File: src/rtl/wb_cmd_initiator.sv
// ---------------------------------------------------------------------------
// wb_cmd_initiator : single-outstanding valid/ready to Wishbone initiator
//                    with rty reissue, timeout watchdog and registered response
// Revision 1.0
// ---------------------------------------------------------------------------
`default_nettype none

module wb_cmd_initiator #(
  parameter int ADDR_WIDTH = 32,
  parameter int TIMEOUT    = 255,
  parameter int MAX_RETRY  = 3
) (
  input  logic                  clk,
  input  logic                  rst,
  input  logic                  cmd_valid_i,
  output logic                  cmd_ready_o,
  input  logic                  cmd_we_i,
  input  logic [ADDR_WIDTH-1:0] cmd_adr_i,
  input  logic [31:0]           cmd_dat_i,
  input  logic [3:0]            cmd_sel_i,
  output logic                  rsp_valid_o,
  input  logic                  rsp_ready_i,
  output logic [31:0]           rsp_dat_o,
  output logic                  rsp_err_o,
  output logic                  rsp_tmo_o,
  output logic                  wb_cyc_o,
  output logic                  wb_stb_o,
  output logic                  wb_we_o,
  output logic [ADDR_WIDTH-1:0] wb_adr_o,
  output logic [3:0]            wb_sel_o,
  output logic [31:0]           wb_dato_o,
  input  logic [31:0]           wb_dati_i,
  input  logic                  wb_ack_i,
  input  logic                  wb_err_i,
  input  logic                  wb_rty_i,
  input  logic                  wb_stall_i
);

  localparam logic [1:0] S_IDLE = 2'd0;
  localparam logic [1:0] S_REQ  = 2'd1;
  localparam logic [1:0] S_WAIT = 2'd2;
  localparam logic [1:0] S_RSP  = 2'd3;

  localparam int TW = (TIMEOUT > 0) ? $clog2(TIMEOUT + 1) : 1;
  localparam int RW = (MAX_RETRY > 0) ? $clog2(MAX_RETRY + 1) : 1;

  logic [1:0]            state_q, state_d;
  logic [TW-1:0]         tmo_q, tmo_d;
  logic [RW-1:0]         retry_q, retry_d;
  logic                  cmd_ready_q, cmd_ready_d;
  logic                  rsp_valid_q, rsp_valid_d;
  logic [31:0]           rsp_dat_q, rsp_dat_d;
  logic                  rsp_err_q, rsp_err_d;
  logic                  rsp_tmo_q, rsp_tmo_d;
  logic                  wb_cyc_q, wb_cyc_d;
  logic                  wb_stb_q, wb_stb_d;
  logic                  wb_we_q, wb_we_d;
  logic [ADDR_WIDTH-1:0] wb_adr_q, wb_adr_d;
  logic [3:0]            wb_sel_q, wb_sel_d;
  logic [31:0]           wb_dato_q, wb_dato_d;

  logic accept, in_bus, rsp_window, any_rsp, tmo_hit, retry_ok;

  // A response only counts once the slave has taken the strobe (not stalled).
  assign accept     = cmd_valid_i & cmd_ready_q;
  assign in_bus     = (state_q == S_REQ) || (state_q == S_WAIT);
  assign rsp_window = (state_q == S_WAIT) || ((state_q == S_REQ) && !wb_stall_i);
  assign any_rsp    = rsp_window && (wb_err_i || wb_rty_i || wb_ack_i);
  assign tmo_hit    = (TIMEOUT != 0) && in_bus && (tmo_q == TW'(TIMEOUT)) && !any_rsp;
  assign retry_ok   = retry_q < RW'(MAX_RETRY);

  always_ff @(posedge clk) begin
    if (rst) begin
      state_q     <= S_IDLE;
      tmo_q       <= '0;
      retry_q     <= '0;
      cmd_ready_q <= 1'b0;
      rsp_valid_q <= 1'b0;
      rsp_dat_q   <= '0;
      rsp_err_q   <= 1'b0;
      rsp_tmo_q   <= 1'b0;
      wb_cyc_q    <= 1'b0;
      wb_stb_q    <= 1'b0;
      wb_we_q     <= 1'b0;
      wb_adr_q    <= '0;
      wb_sel_q    <= '0;
      wb_dato_q   <= '0;
    end else begin
      state_q     <= state_d;
      tmo_q       <= tmo_d;
      retry_q     <= retry_d;
      cmd_ready_q <= cmd_ready_d;
      rsp_valid_q <= rsp_valid_d;
      rsp_dat_q   <= rsp_dat_d;
      rsp_err_q   <= rsp_err_d;
      rsp_tmo_q   <= rsp_tmo_d;
      wb_cyc_q    <= wb_cyc_d;
      wb_stb_q    <= wb_stb_d;
      wb_we_q     <= wb_we_d;
      wb_adr_q    <= wb_adr_d;
      wb_sel_q    <= wb_sel_d;
      wb_dato_q   <= wb_dato_d;
    end
  end

  always_comb begin
    state_d = state_q;
    case (state_q)
      S_IDLE: if (accept) state_d = S_REQ;
      S_REQ, S_WAIT: begin
        if (rsp_window && wb_err_i)      state_d = S_RSP;
        else if (rsp_window && wb_rty_i) state_d = retry_ok ? S_REQ : S_RSP;
        else if (rsp_window && wb_ack_i) state_d = S_RSP;
        else if (tmo_hit)                state_d = S_RSP;
        else if (state_q == S_REQ && !wb_stall_i) state_d = S_WAIT;
      end
      S_RSP: if (rsp_valid_q && rsp_ready_i) state_d = S_IDLE;
      default: state_d = S_IDLE;
    endcase
  end

  // Handshake-visible outputs follow the next state so every output is a flop.
  always_comb begin
    cmd_ready_d = (state_d == S_IDLE);
    wb_cyc_d    = (state_d == S_REQ) || (state_d == S_WAIT);
    wb_stb_d    = (state_d == S_REQ);
    rsp_valid_d = (state_d == S_RSP);
    tmo_d       = tmo_q;
    retry_d     = retry_q;
    rsp_dat_d   = rsp_dat_q;
    rsp_err_d   = rsp_err_q;
    rsp_tmo_d   = rsp_tmo_q;
    wb_we_d     = wb_we_q;
    wb_adr_d    = wb_adr_q;
    wb_sel_d    = wb_sel_q;
    wb_dato_d   = wb_dato_q;

    if (accept) begin
      wb_we_d   = cmd_we_i;
      wb_adr_d  = cmd_adr_i & ~ADDR_WIDTH'(3);
      wb_sel_d  = cmd_sel_i;
      wb_dato_d = cmd_dat_i;
      tmo_d     = '0;
      retry_d   = '0;
    end

    if (in_bus && TIMEOUT != 0) tmo_d = tmo_q + TW'(1);

    if (rsp_window && wb_err_i) begin
      rsp_err_d = 1'b1;
      rsp_tmo_d = 1'b0;
      rsp_dat_d = '0;
    end else if (rsp_window && wb_rty_i) begin
      if (retry_ok) begin
        retry_d = retry_q + RW'(1);
      end else begin
        rsp_err_d = 1'b1;
        rsp_tmo_d = 1'b0;
        rsp_dat_d = '0;
      end
    end else if (rsp_window && wb_ack_i) begin
      rsp_err_d = 1'b0;
      rsp_tmo_d = 1'b0;
      rsp_dat_d = wb_we_q ? 32'h0 : wb_dati_i;
    end else if (tmo_hit) begin
      rsp_err_d = 1'b1;
      rsp_tmo_d = 1'b1;
      rsp_dat_d = '0;
    end
  end

  assign cmd_ready_o = cmd_ready_q;
  assign rsp_valid_o = rsp_valid_q;
  assign rsp_dat_o   = rsp_dat_q;
  assign rsp_err_o   = rsp_err_q;
  assign rsp_tmo_o   = rsp_tmo_q;
  assign wb_cyc_o    = wb_cyc_q;
  assign wb_stb_o    = wb_stb_q;
  assign wb_we_o     = wb_we_q;
  assign wb_adr_o    = wb_adr_q;
  assign wb_sel_o    = wb_sel_q;
  assign wb_dato_o   = wb_dato_q;

endmodule

`default_nettype wire

File: config.mk
export PLATFORM = sky130hd
export DESIGN_NAME = wb_cmd_initiator
export DESIGN_NICKNAME = d
export VERILOG_FILES = /design/src/rtl/wb_cmd_initiator.sv
export SDC_FILE = /design/constraint.sdc
export NUM_CORES = 1
export LEC_CHECK = 0
export BUFFER_PORTS_ARGS = -buffer_cell sky130_fd_sc_hd__buf_4
export CAP_MARGIN = 10
export CORE_UTILIZATION = 45
export CTS_CLUSTER_SIZE = 20
export DETAILED_ROUTE_END_ITERATION = 10
export PLACE_DENSITY_LB_ADDON = 0.1
export SYNTH_ARGS = -nofsm -noshare
export SYNTH_HDL_FRONTEND = slang
export SYNTH_SLANG_ARGS = --single-unit
File: constraint.sdc
create_clock -name clk -period 6.8 [get_ports clk]
set_input_delay 1.7 -clock clk [delete_from_list [all_inputs] [get_ports clk]]
set_output_delay 1.7 -clock clk [all_outputs]
set_load 0.03 [all_outputs]
==> results of run 1 <==
-- state kept, by name, indices dropped and copies added (netlist names) --
signal	count
rsp_dat_o	32
wb_dato_o	32
wb_adr_o	30
tmo_q	8
wb_sel_o	4
retry_q	2
state_q	2
cmd_ready_o	1
rsp_err_o	1
rsp_tmo_o	1
rsp_valid_o	1
wb_cyc_o	1
wb_stb_o	1
wb_we_o	1
-- worst paths after layout --
| path | startpoint | slack (ns) | depth (start not counted) | to |
|---|---|---|---|---|
| hold / removal | wb_dato_o[4]$_SDFFE_PP0P_ | 0.45 | 2 | wb_dato_o[4]$_SDFFE_PP0P_ |
| setup / recovery | wb_stall_i | 3.97 | 7 | wb_cyc_o$_SDFF_PP0_ |
| hold reg to reg | wb_dato_o[4]$_SDFFE_PP0P_ | 0.45 | 2 | wb_dato_o[4]$_SDFFE_PP0P_ |
| setup reg to reg | state_q[1]$_SDFF_PP0_ | 4.21 | 8 | wb_cyc_o$_SDFF_PP0_ |
-- logic make-up after synthesis --
logic type	after synthesis	synth area share, %
AOI/OAI and AO/OA	201	26.15
and+or+nand+nor	177	15.74
DFF	117	49.34
buffers and inverters	53	5.166
adders and majority gates	9	2.372
muxes	5	1.160
other	1	0.07900
-- cell usage after synthesis (2+ instances only) --
cell                         n
sky130_fd_sc_hd__a21boi_0    2
sky130_fd_sc_hd__a21o_1      2
sky130_fd_sc_hd__a21oi_1   111
sky130_fd_sc_hd__a22oi_1    32
sky130_fd_sc_hd__and2_1      3
sky130_fd_sc_hd__and3_1      2
sky130_fd_sc_hd__buf_2       7
sky130_fd_sc_hd__buf_4       2
sky130_fd_sc_hd__buf_6       4
sky130_fd_sc_hd__clkbuf_1   34
sky130_fd_sc_hd__dfxtp_1   117
sky130_fd_sc_hd__ha_1        9
sky130_fd_sc_hd__inv_1       5
sky130_fd_sc_hd__mux2_2      4
sky130_fd_sc_hd__nand2_1   141
sky130_fd_sc_hd__nand2b_1    2
sky130_fd_sc_hd__nand3_1     7
sky130_fd_sc_hd__nand3b_1    2
sky130_fd_sc_hd__nor2_1      5
sky130_fd_sc_hd__nor2b_1     5
sky130_fd_sc_hd__nor3_1      2
sky130_fd_sc_hd__o211ai_1   34
sky130_fd_sc_hd__o21ai_0     7
sky130_fd_sc_hd__o22ai_1     2
sky130_fd_sc_hd__or2_2       2
sky130_fd_sc_hd__or3_1       2
-- where the power goes --
part	internal [mW]	total, mW	switching (mW)	leakage [nW]
logic	0.0997	0.243	0.143	1.65
clock network	0.574	0.880	0.306	0.282
registers	0.714	0.730	0.0162	0.950
total	1.39	1.85	0.466	2.88
-- critical path: stages --
cell	delay [ns]
sky130_fd_sc_hd__buf_4	0.11
sky130_fd_sc_hd__nor2b_1	0.30
sky130_fd_sc_hd__o32ai_1	0.18
sky130_fd_sc_hd__a211o_1	0.36
sky130_fd_sc_hd__and2_1	0.15
sky130_fd_sc_hd__ha_1	0.27
sky130_fd_sc_hd__nor2b_1	0.13
-- metal layers --
metal  vias to the layer above  global-route usage [%]  part of all wire, %
li1                       2342                       -                    -
met4                         0                   9.356                  1.5
met1                      2189                   26.72                   41
met5                         -                       0                    0
met3                        14                   6.737                  6.7
met2                       168                   41.15                   51
-- layout make-up --
type | instances | area, sq um | area share (%)
Multi-Input combinational cell | 394 | 2173 | 31.32
Timing Repair Buffer | 218 | 1637 | 23.58
Clock inverter | 13 | 156.4 | 2.254
Clock buffer | 19 | 441.7 | 6.365
Sequential cell | 117 | 2342 | 33.75
Tap cell | 136 | 170.2 | 2.452
Inverter | 5 | 18.77 | 0.2705
==> results.rst, run 1 <==
.. list-table::
   :header-rows: 1

   * - Metric
     - Value
   * - Post-place instance area
     - 6341 sq um
   * - Arrival time at the worst endpoint
     - 3.19 ns
   * - Count of flip-flops with a built-in enable after synthesis
     - 0
   * - Pin count of the biggest net entering global routing
     - between 80 and 90
   * - Worst supply voltage drop on vdd
     - 0.1890 mV
   * - Total CTS buffers
     - 17
   * - Worst setup path category
     - input port to flop
   * - Final hold violation count
     - 0
   * - Antenna violations before repair
     - 0
   * - Number of global-route vias before repair
     - 4580
   * - Count of hold buffers inserted by post-cts repair
     - 0
   * - Design Area, Final
     - 6939 sq um
   * - Area of the core region
     - between 10000 and 15000 sq um
   * - Fin crit period
     - ~2.8 ns
   * - Most common flop cell mapped by yosys
     - sky130_fd_sc_hd__dfxtp_1
   * - Synthesis-stage register bit count
     - around 120
   * - Sink Count
     - between 100 and 150
   * - Top fanout value on the critical path
     - 5
   * - Fmax achieved
     - 0.3530 GHz
   * - Final weighted congestion in routability-driven placement
     - 0.7637
   * - Yosys top cell by area
     - sky130_fd_sc_hd__dfxtp_1
   * - Power density cells
     - 267.1 nW/um^2
   * - Wire length of the first global-routing pass
     - between 20 and 25 mm
   * - Relative area change from synthesis to final layout
     - 46.18%
   * - Synth Instances
     - approximately 560
   * - Number of buffers inserted to repair setup after CTS
     - 0
   * - Final Net Count
     - around 870
   * - Via density per instance
     - ~5.2
   * - WL final
     - 12.76 mm
   * - Asr flop ratio synth
     - 0%
   * - Outcome
     - complete, no violations
   * - Filler cell count
     - roughly 900
   * - Critical path startpoint category
     - input port
   * - Top area cells in the synthesized netlist
     - sky130_fd_sc_hd__dfxtp_1, sky130_fd_sc_hd__a21oi_1, sky130_fd_sc_hd__nand2_1
   * - Synth cell types
     - 44
   * - 1st-iter DRT viols
     - around 320
   * - Count of buffers inserted at the top-level ports
     - 211
   * - Measured slew at the worst slew-check pin
     - approximately 0.85 ns
   * - Fraction of final layout cells sized beyond drive strength 1
     - 34.33%
   * - Final cycle utilization of the critical path
     - a little over two fifths
   * - Slew Limit Fails
     - 0
   * - Global Route Usage Sum
     - between 20% and 30%
   * - Overall overflow remaining after global route
     - 0
   * - Fin Setup TNS
     - 0 ns
   * - CTS Root Buffer Type
     - sky130_fd_sc_hd__clkbuf_8
   * - H-Tree Depth
     - 4
   * - TritonCTS clock tree
     - yes
   * - Post-Place Cells
     - 870
   * - Non-Filler Instances
     - around 900
   * - Final worst clock skew
     - around 0.0063 ns
   * - Category of the worst setup path capture point
     - flop
   * - Top cell type's share of synthesized area
     - 49.34%
   * - Commonest non-fill, non-tap cells in the layout
     - sky130_fd_sc_hd__buf_4, sky130_fd_sc_hd__nand2_1, sky130_fd_sc_hd__dfxtp_1
   * - Count of TritonRoute iterations in the first routing pass
     - 5
   * - Remaining antenna violation count
     - 0
   * - Largest buffer count on any clock path
     - 2
   * - Post-route total power
     - 1.854 mW
   * - Setup repair after global routing missed its margin
     - no
   * - Vert. Die Dim
     - roughly 100 um
   * - Per-instance average area after synthesis
     - roughly 8.4 sq um
   * - Half-perimeter wire length of the detailed placement result
     - 8.433 mm
   * - Warnings from Yosys
     - 0
   * - Die span in x
     - about 100 um
   * - Number of setup violations in the final report
     - 0
   * - Clock network latency to the later pin of the worst-skew pair
     - ~0.5 ns
   * - Most common cell after layout, fill and taps aside
     - sky130_fd_sc_hd__buf_4
   * - Maxcap violations
     - 0
   * - Utilization after layout
     - between 60% and 70%
   * - Number of instances resized during post-cts repair
     - 0
   * - Die Footprint
     - about 11000 sq um
   * - Number of ports placed on the die boundary
     - 216
   * - Max_slew headroom
     - 43.19%
   * - Endpoint required time on the critical path
     - slightly above 7 ns
   * - Residual DRC count
     - 0
   * - Leakage power
     - about 2.9 nW
   * - Diode insertion count for antenna repair
     - 0
   * - Final Worst Setup Slack
     - 3.967 ns
   * - Sequential-to-total area share from yosys stat
     - 49.34%
   * - Average wire per cell in the routed design
     - approximately 14 um
   * - Routed vias
     - 4713
   * - Clock-pin slew reported for the worst setup and hold paths after clock tree synthesis
     - ~0.050 ns
   * - Total standard cell area after synthesis
     - about 4700 sq um
   * - Pre-CTS worst setup slack
     - ~3.5 ns
   * - Initial core utilization
     - 46.19%
   * - Final-layout worst hold slack
     - between 0.4 and 0.5 ns
   * - Number of cell rows
     - 37
   * - Hold crit path type
     - flop to flop
No activity file was read; power rests on OpenSTA's default activity.
==> run 2: changes to the inputs <==
==> constraint.sdc (replaced) <==
create_clock -name clk -period 2.75 [get_ports clk]
set_input_delay 0.6875 -clock clk [delete_from_list [all_inputs] [get_ports clk]]
set_output_delay 0.6875 -clock clk [all_outputs]
set_load 0.03 [all_outputs]
==> results.rst, run 2 (same netlist as run 1, synthesis figures left out) <==
.. list-table::
   :header-rows: 1

   * - Metric
     - Value
   * - Non-Filler Instances
     - between 900 and 1000
   * - Total CTS buffers
     - 17
   * - Number of buffers inserted to repair setup after CTS
     - 0
   * - Max_slew headroom
     - about 54%
   * - Slew Limit Fails
     - 0
   * - Fin Setup TNS
     - 0 ns
   * - Measured slew at the worst slew-check pin
     - 0.6843 ns
   * - Final Net Count
     - ~900
   * - Number of cells on the critical path
     - 8
   * - Diode insertion count for antenna repair
     - 0
   * - Slowest stage cell, crit path
     - sky130_fd_sc_hd__dfxtp_1
   * - Pin count of the biggest net entering global routing
     - just under 70
   * - Vert. Die Dim
     - roughly 100 um
   * - Final hold violation count
     - 0
   * - Residual DRC count
     - 0
   * - Area of the core region
     - just over 10000 sq um
   * - Arrival time at the worst endpoint
     - 2.62 ns
   * - Largest delay contributor family on the critical path
     - simple AND/OR/NAND/NOR gates
   * - Die span in x
     - between 100 and 150 um
   * - CTS Root Buffer Type
     - sky130_fd_sc_hd__clkbuf_8
   * - Half-perimeter wire length of the detailed placement result
     - approximately 8.4 mm
   * - Number of ports placed on the die boundary
     - around 220
   * - Critical path startpoint category
     - flop
   * - Sink Count
     - 117
   * - Final weighted congestion in routability-driven placement
     - about 0.76
   * - Number of setup violations in the final report
     - 0
   * - Critical path buffers and inverters
     - 1
   * - Fmax achieved
     - around 0.45 GHz
   * - Number of instances resized during post-cts repair
     - 0
   * - Relative area change from synthesis to final layout
     - 46.97%
   * - Count of buffers inserted at the top-level ports
     - ~210
   * - Worst setup path category
     - flop to flop
   * - Leakage power
     - approximately 2.9 nW
   * - Count of TritonRoute iterations in the first routing pass
     - 5
   * - Final worst clock skew
     - 0.01249 ns
   * - Fraction of final layout cells sized beyond drive strength 1
     - approximately 35%
   * - Worst supply voltage drop on vdd
     - between 0.3 and 0.4 mV
   * - Fin crit period
     - around 2.2 ns
   * - End point of the critical path
     - wb_cyc_o$_SDFF_PP0_
   * - Slowest stage delay, CP
     - 0.42 ns
   * - Antenna violations before repair
     - 0
   * - TritonCTS clock tree
     - yes
   * - Endpoint of the lowest-slack register-to-register path
     - wb_cyc_o$_SDFF_PP0_
   * - Utilization after layout
     - 67.88%
   * - Filler cell count
     - slightly below 900
   * - Overall overflow remaining after global route
     - 0
   * - Global Route Usage Sum
     - between 20% and 30%
   * - Post-Place Cells
     - approximately 900
   * - Met2 Track Usage GR
     - a little under two fifths
   * - Grt met3 use
     - roughly 6.6%
   * - Category of the worst setup path capture point
     - flop
   * - Cell breakdown of the critical path
     - inv_1 -> ha_1 -> and4_1 -> nand3_1 -> a211o_1 -> and2_1 -> ha_1 -> nor2b_1
   * - Via density per instance
     - a little over 5
   * - Top fanout value on the critical path
     - 6
   * - Commonest non-fill, non-tap cells in the layout
     - sky130_fd_sc_hd__buf_4, sky130_fd_sc_hd__nand2_1, sky130_fd_sc_hd__dfxtp_1
   * - Design Area, Final
     - between 6000 and 7000 sq um
   * - Remaining antenna violation count
     - 0
   * - Routed vias
     - around 4700
   * - Outcome
     - complete, no violations
   * - Maxcap violations
     - 0
   * - Most common cell after layout, fill and taps aside
     - sky130_fd_sc_hd__buf_4
   * - Hold crit path type
     - input port to flop
   * - Multi-input logic area
     - 2173 sq um
   * - Clock network latency to the later pin of the worst-skew pair
     - approximately 0.50 ns
   * - Number of global-route vias before repair
     - ~4400
   * - Power density cells
     - around 660 nW/um^2
   * - Post-place instance area
     - between 6000 and 7000 sq um
   * - Largest buffer count on any clock path
     - 2
   * - Final cycle utilization of the critical path
     - 81.46%
   * - H-Tree Depth
     - 4
   * - Number of cell rows
     - 37
   * - Setup repair after global routing missed its margin
     - no
   * - Fraction of met1 tracks used by global routing
     - about a quarter
   * - Critical Path Most Common Cell
     - sky130_fd_sc_hd__ha_1
   * - Clock-pin slew reported for the worst setup and hold paths after clock tree synthesis
     - around 0.06 ns
   * - Setup slack, reg-to-reg
     - about 0.5 ns
   * - Initial core utilization
     - between 40 and 50%
   * - Cell count of the worst reg-to-reg path
     - 8
   * - Worst reg2reg startpoint
     - state_q[1]$_SDFF_PP0_
   * - Wire length of the first global-routing pass
     - about 20 mm
   * - Average wire per cell in the routed design
     - 13.88 um
   * - Count of hold buffers inserted by post-cts repair
     - 0
   * - Endpoint required time on the critical path
     - 3.13 ns
   * - WL final
     - roughly 13 mm
   * - Final-layout worst hold slack
     - ~0.43 ns
   * - Critical Path Source
     - state_q[1]$_SDFF_PP0_
   * - Global-route layer with the greatest usage
     - met2
   * - Die Footprint
     - 10960 sq um
   * - 1st-iter DRT viols
     - approximately 210
   * - Area taken by flip-flops and latches
     - around 2300 sq um
-- run 2: cell types whose count changed in the layout (fill, tap and decap cells not counted), sizes merged --
cell / delta
buf: +5
clkbuf: +1
clkinv: -1
clkinvlp: -1
inv: +1
-- run 2: worst min path at each step --
stage / start / end / slack (ns) / depth (start not counted)
final: cmd_adr_i[16] / wb_adr_o[16]$_SDFFE_PP0P_ / 0.43 / 3
after global routing: cmd_adr_i[16] / wb_adr_o[16]$_SDFFE_PP0P_ / 0.41 / 3
after CTS: cmd_adr_i[16] / wb_adr_o[16]$_SDFFE_PP0P_ / 0.41 / 3
after detailed placement: wb_dato_o[19]$_SDFFE_PP0P_ / wb_dato_o[19]$_SDFFE_PP0P_ / 0.45 / 2
after global placement: wb_adr_o[24]$_SDFFE_PP0P_ / wb_adr_o[24]$_SDFFE_PP0P_ / 0.44 / 2
after floorplan: tmo_q[3]$_SDFFE_PP0P_ / tmo_q[3]$_SDFFE_PP0P_ / 0.46 / 2
-- run 2: layout make-up --
type / instances / share of cell area, %
Sequential cell: 117 / 33.57
Multi-Input combinational cell: 394 / 31.15
Timing Repair Buffer: 223 / 24.00
Clock buffer: 20 / 6.385
Tap cell: 136 / 2.439
Clock inverter: 12 / 2.188
Inverter: 5 / 0.2690
-- run 2: metal layers --
layer	part of all wire (%)	wire, um
met2	49	6208
met1	42	5264
met4	1.5	195
met3	7.3	918
met5	0	0
-- run 2: metrics by stage --
step	total power, mW	worst slack [ns]
after floorplan	2.177	0.5816
after global placement	2.436	0.5084
after detailed placement	2.452	0.4204
after CTS	4.645	0.5114
after global routing	4.796	0.3622
final	4.612	0.5097
-- run 2: power by group --
group / leakage, nW / switching [mW] / internal (mW)
clock network: 0.283 / 0.773 / 1.43
registers: 0.950 / 0.0403 / 1.77
logic: 1.67 / 0.355 / 0.252
-- run 2: tightest hold or removal path: stages --
cell and delay, ns:
sky130_fd_sc_hd__buf_4 0.11, sky130_fd_sc_hd__nand2_1 0.04, sky130_fd_sc_hd__a21oi_1 0.05
==> run 3: changes to the inputs <==
--- a/config.mk
+++ b/config.mk
@@ -7,7 +7,7 @@
 export LEC_CHECK = 0
 export BUFFER_PORTS_ARGS = -buffer_cell sky130_fd_sc_hd__buf_4
 export CAP_MARGIN = 10
-export CORE_UTILIZATION = 45
+export CORE_UTILIZATION = 42
 export CTS_CLUSTER_SIZE = 20
 export DETAILED_ROUTE_END_ITERATION = 10
 export PLACE_DENSITY_LB_ADDON = 0.1
==> constraint.sdc (replaced) <==
create_clock -name clk -period 2 [get_ports clk]
set_input_delay 0.5 -clock clk [delete_from_list [all_inputs] [get_ports clk]]
set_output_delay 0.5 -clock clk [all_outputs]
set_load 0.03 [all_outputs]
==> results.rst, run 3 (same netlist as run 1, synthesis figures left out) <==
.. list-table::
   :header-rows: 1

   * - Metric
     - Value
   * - Outcome
     - complete, no violations
   * - Largest buffer count on any clock path
     - 2
   * - Setup slack, reg-to-reg
     - roughly 0.053 ns
   * - Average wire per cell in the routed design
     - between 10 and 15 um
   * - Fraction of final layout cells sized beyond drive strength 1
     - between 30% and 40%
   * - Vert. Die Dim
     - 108.3 um
   * - Post-Place Cells
     - a little under 900
   * - Final hold violation count
     - 0
   * - Final worst clock skew
     - between 0.004 and 0.005 ns
   * - Slew Limit Fails
     - 0
   * - Number of global-route vias before repair
     - 4397
   * - Hold crit path type
     - input port to flop
   * - Final weighted congestion in routability-driven placement
     - around 0.83
   * - Cell count of the worst reg-to-reg path
     - 8
   * - Worst supply voltage drop on vdd
     - around 0.7 mV
   * - Leakage power
     - around 3.0 nW
   * - Half-perimeter wire length of the detailed placement result
     - around 8.5 mm
   * - Diode insertion count for antenna repair
     - 0
   * - Relative area change from synthesis to final layout
     - 52.42%
   * - Non-Filler Instances
     - roughly 920
   * - Routed vias
     - 4751
   * - Final Net Count
     - roughly 900
   * - Clock network latency to the later pin of the worst-skew pair
     - roughly 0.41 ns
   * - WL final
     - 12.84 mm
   * - Via density per instance
     - slightly above 5
   * - Top fanout value on the critical path
     - 4
   * - Measured slew at the worst slew-check pin
     - roughly 0.68 ns
   * - Remaining antenna violation count
     - 0
   * - Post-route total power
     - about 6.6 mW
   * - 1st-iter DRT viols
     - between 300 and 400
   * - Initial core utilization
     - ~43%
   * - Critical path startpoint category
     - flop
   * - Most common cell after layout, fill and taps aside
     - sky130_fd_sc_hd__buf_4
   * - Worst setup path category
     - flop to flop
   * - Commonest non-fill, non-tap cells in the layout
     - sky130_fd_sc_hd__buf_4, sky130_fd_sc_hd__nand2_1, sky130_fd_sc_hd__dfxtp_1
   * - Hold Path Depth
     - 3
   * - Pin count of the biggest net entering global routing
     - 85
   * - Count of buffers inserted at the top-level ports
     - approximately 210
   * - Total CTS buffers
     - 17
   * - Clock-pin slew reported for the worst setup and hold paths after clock tree synthesis
     - about 0.06 ns
   * - CTS Root Buffer Type
     - sky130_fd_sc_hd__clkbuf_16
   * - Number of ports placed on the die boundary
     - around 220
   * - Fin crit period
     - approximately 2 ns
   * - Hold Crit Start
     - cmd_dat_i[3]
   * - Power density cells
     - approximately 920 nW/um^2
   * - Antenna violations before repair
     - 0
   * - Category of the worst setup path capture point
     - flop
   * - Worst reg2reg startpoint
     - state_q[0]$_SDFF_PP0_
   * - Maxcap violations
     - 0
   * - Endpoint required time on the critical path
     - around 2.3 ns
   * - Global Route Usage Sum
     - around a fifth
   * - Number of setup violations in the final report
     - 0
   * - Die Footprint
     - 11730 sq um
   * - Overall overflow remaining after global route
     - 0
   * - End of the worst hold path
     - wb_dato_o[3]$_SDFFE_PP0P_
   * - Final cycle utilization of the critical path
     - between 90% and 100%
   * - Number of cell rows
     - 38
   * - Area of the core region
     - ~11000 sq um
   * - Filler cell count
     - 906
   * - Max_slew headroom
     - 54.40%
   * - Arrival time at the worst endpoint
     - ~2.2 ns
   * - Fmax achieved
     - about 0.51 GHz
   * - Die span in x
     - around 110 um
   * - Residual DRC count
     - 0
   * - Endpoint of the lowest-slack register-to-register path
     - wb_cyc_o$_SDFF_PP0_
   * - Sink Count
     - 117
   * - H-Tree Depth
     - 4
   * - Count of hold buffers inserted by post-cts repair
     - 0
   * - TritonCTS clock tree
     - yes
   * - Wire length of the first global-routing pass
     - ~20 mm
   * - Count of TritonRoute iterations in the first routing pass
     - 5
   * - Utilization after layout
     - 66.17%
==> run 3: cell count changes in the layout (fill, tap and decap cells not counted), sizes merged <==
cell      change
buf          +12
bufinv        +2
clkbuf        -2
clkinvlp      +1
inv           -1
==> run 3: worst max path at each step <==
| stage | to | slack, ns | start | cells past startpoint |
|---|---|---|---|---|
| 3_5_place_dp | wb_cyc_o$_SDFF_PP0_ | -0.08 | state_q[0]$_SDFF_PP0_ | 8 |
| 6_report | wb_cyc_o$_SDFF_PP0_ | 0.05 | state_q[0]$_SDFF_PP0_ | 8 |
| 5_1_grt | wb_stb_o$_SDFF_PP0_ | -0.03 | state_q[1]$_SDFF_PP0_ | 10 |
| 3_3_place_gp | wb_cyc_o$_SDFF_PP0_ | -0.05 | state_q[0]$_SDFF_PP0_ | 8 |
| 2_1_floorplan | wb_cyc_o$_SDFF_PP0_ | 0.00001 | state_q[0]$_SDFF_PP0_ | 8 |
| 4_1_cts | wb_stb_o$_SDFF_PP0_ | -0.02 | state_q[1]$_SDFF_PP0_ | 10 |
==> run 3: critical path, cell delays in order (launching register included) <==
cell and delay (ns):
sky130_fd_sc_hd__dfxtp_4 0.38, sky130_fd_sc_hd__inv_4 0.04, sky130_fd_sc_hd__ha_4 0.26, sky130_fd_sc_hd__and4_4 0.25, sky130_fd_sc_hd__nand3_4 0.08, sky130_fd_sc_hd__a211o_1 0.33, sky130_fd_sc_hd__and2_4 0.17, sky130_fd_sc_hd__ha_4 0.20
sky130_fd_sc_hd__nor2b_4 0.11
==> run 3: report_power, final <==
| part | switching (mW) | internal, mW | total [mW] | leakage (nW) |
|---|---|---|---|---|
| Combinational | 0.498 | 0.375 | 0.873 | 1.75 |
| Clock | 1.06 | 2.23 | 3.29 | 0.304 |
| Sequential | 0.0565 | 2.43 | 2.48 | 0.951 |
| Total | 1.62 | 5.03 | 6.65 | 3.01 |
==> run 3: area by class of cell <==
type	count	area, sq um	area share, %
sequential	117	2347	32.44
inverter	5	21.27	0.2940
multi-input combinational	394	2243	31.00
tap	140	175.2	2.421
timing repair buffer	235	1802	24.90
clock buffer	18	439.2	6.070
clock inverter	14	207.7	2.870
==> run 3: routing by layer <==
| layer | vias up | track usage, % | wire length, um |
|---|---|---|---|
| met5 | - | 0 | 0 |
| met4 | 0 | 10.14 | 269 |
| met3 | 26 | 7.595 | 1059 |
| met2 | 164 | 35.71 | 6383 |
| met1 | 2182 | 23.66 | 5128 |
| li1 | 2379 | - | - |
==> run 3: what timing repair did <==
item,4_1_cts,5_1_grt
setup buffers,0,2
resized for setup,2,13
pin swaps,1,4
endpoints found under the setup margin,4,5
==> run 3: metrics by stage <==
step           instance area [sq um]  hold WS, ns   TNS, ns  setup WS (ns)
6_report                        7236       0.3343         0        0.05301
5_1_grt                         7236       0.3238  -0.02711       -0.02647
4_1_cts                         7173       0.3174  -0.04181       -0.02457
3_5_place_dp                    6525       0.4466   -0.1591       -0.08100
3_3_place_gp                    6525       0.4426  -0.07333       -0.04734
2_1_floorplan                   4780       0.4672         0     0.00001488
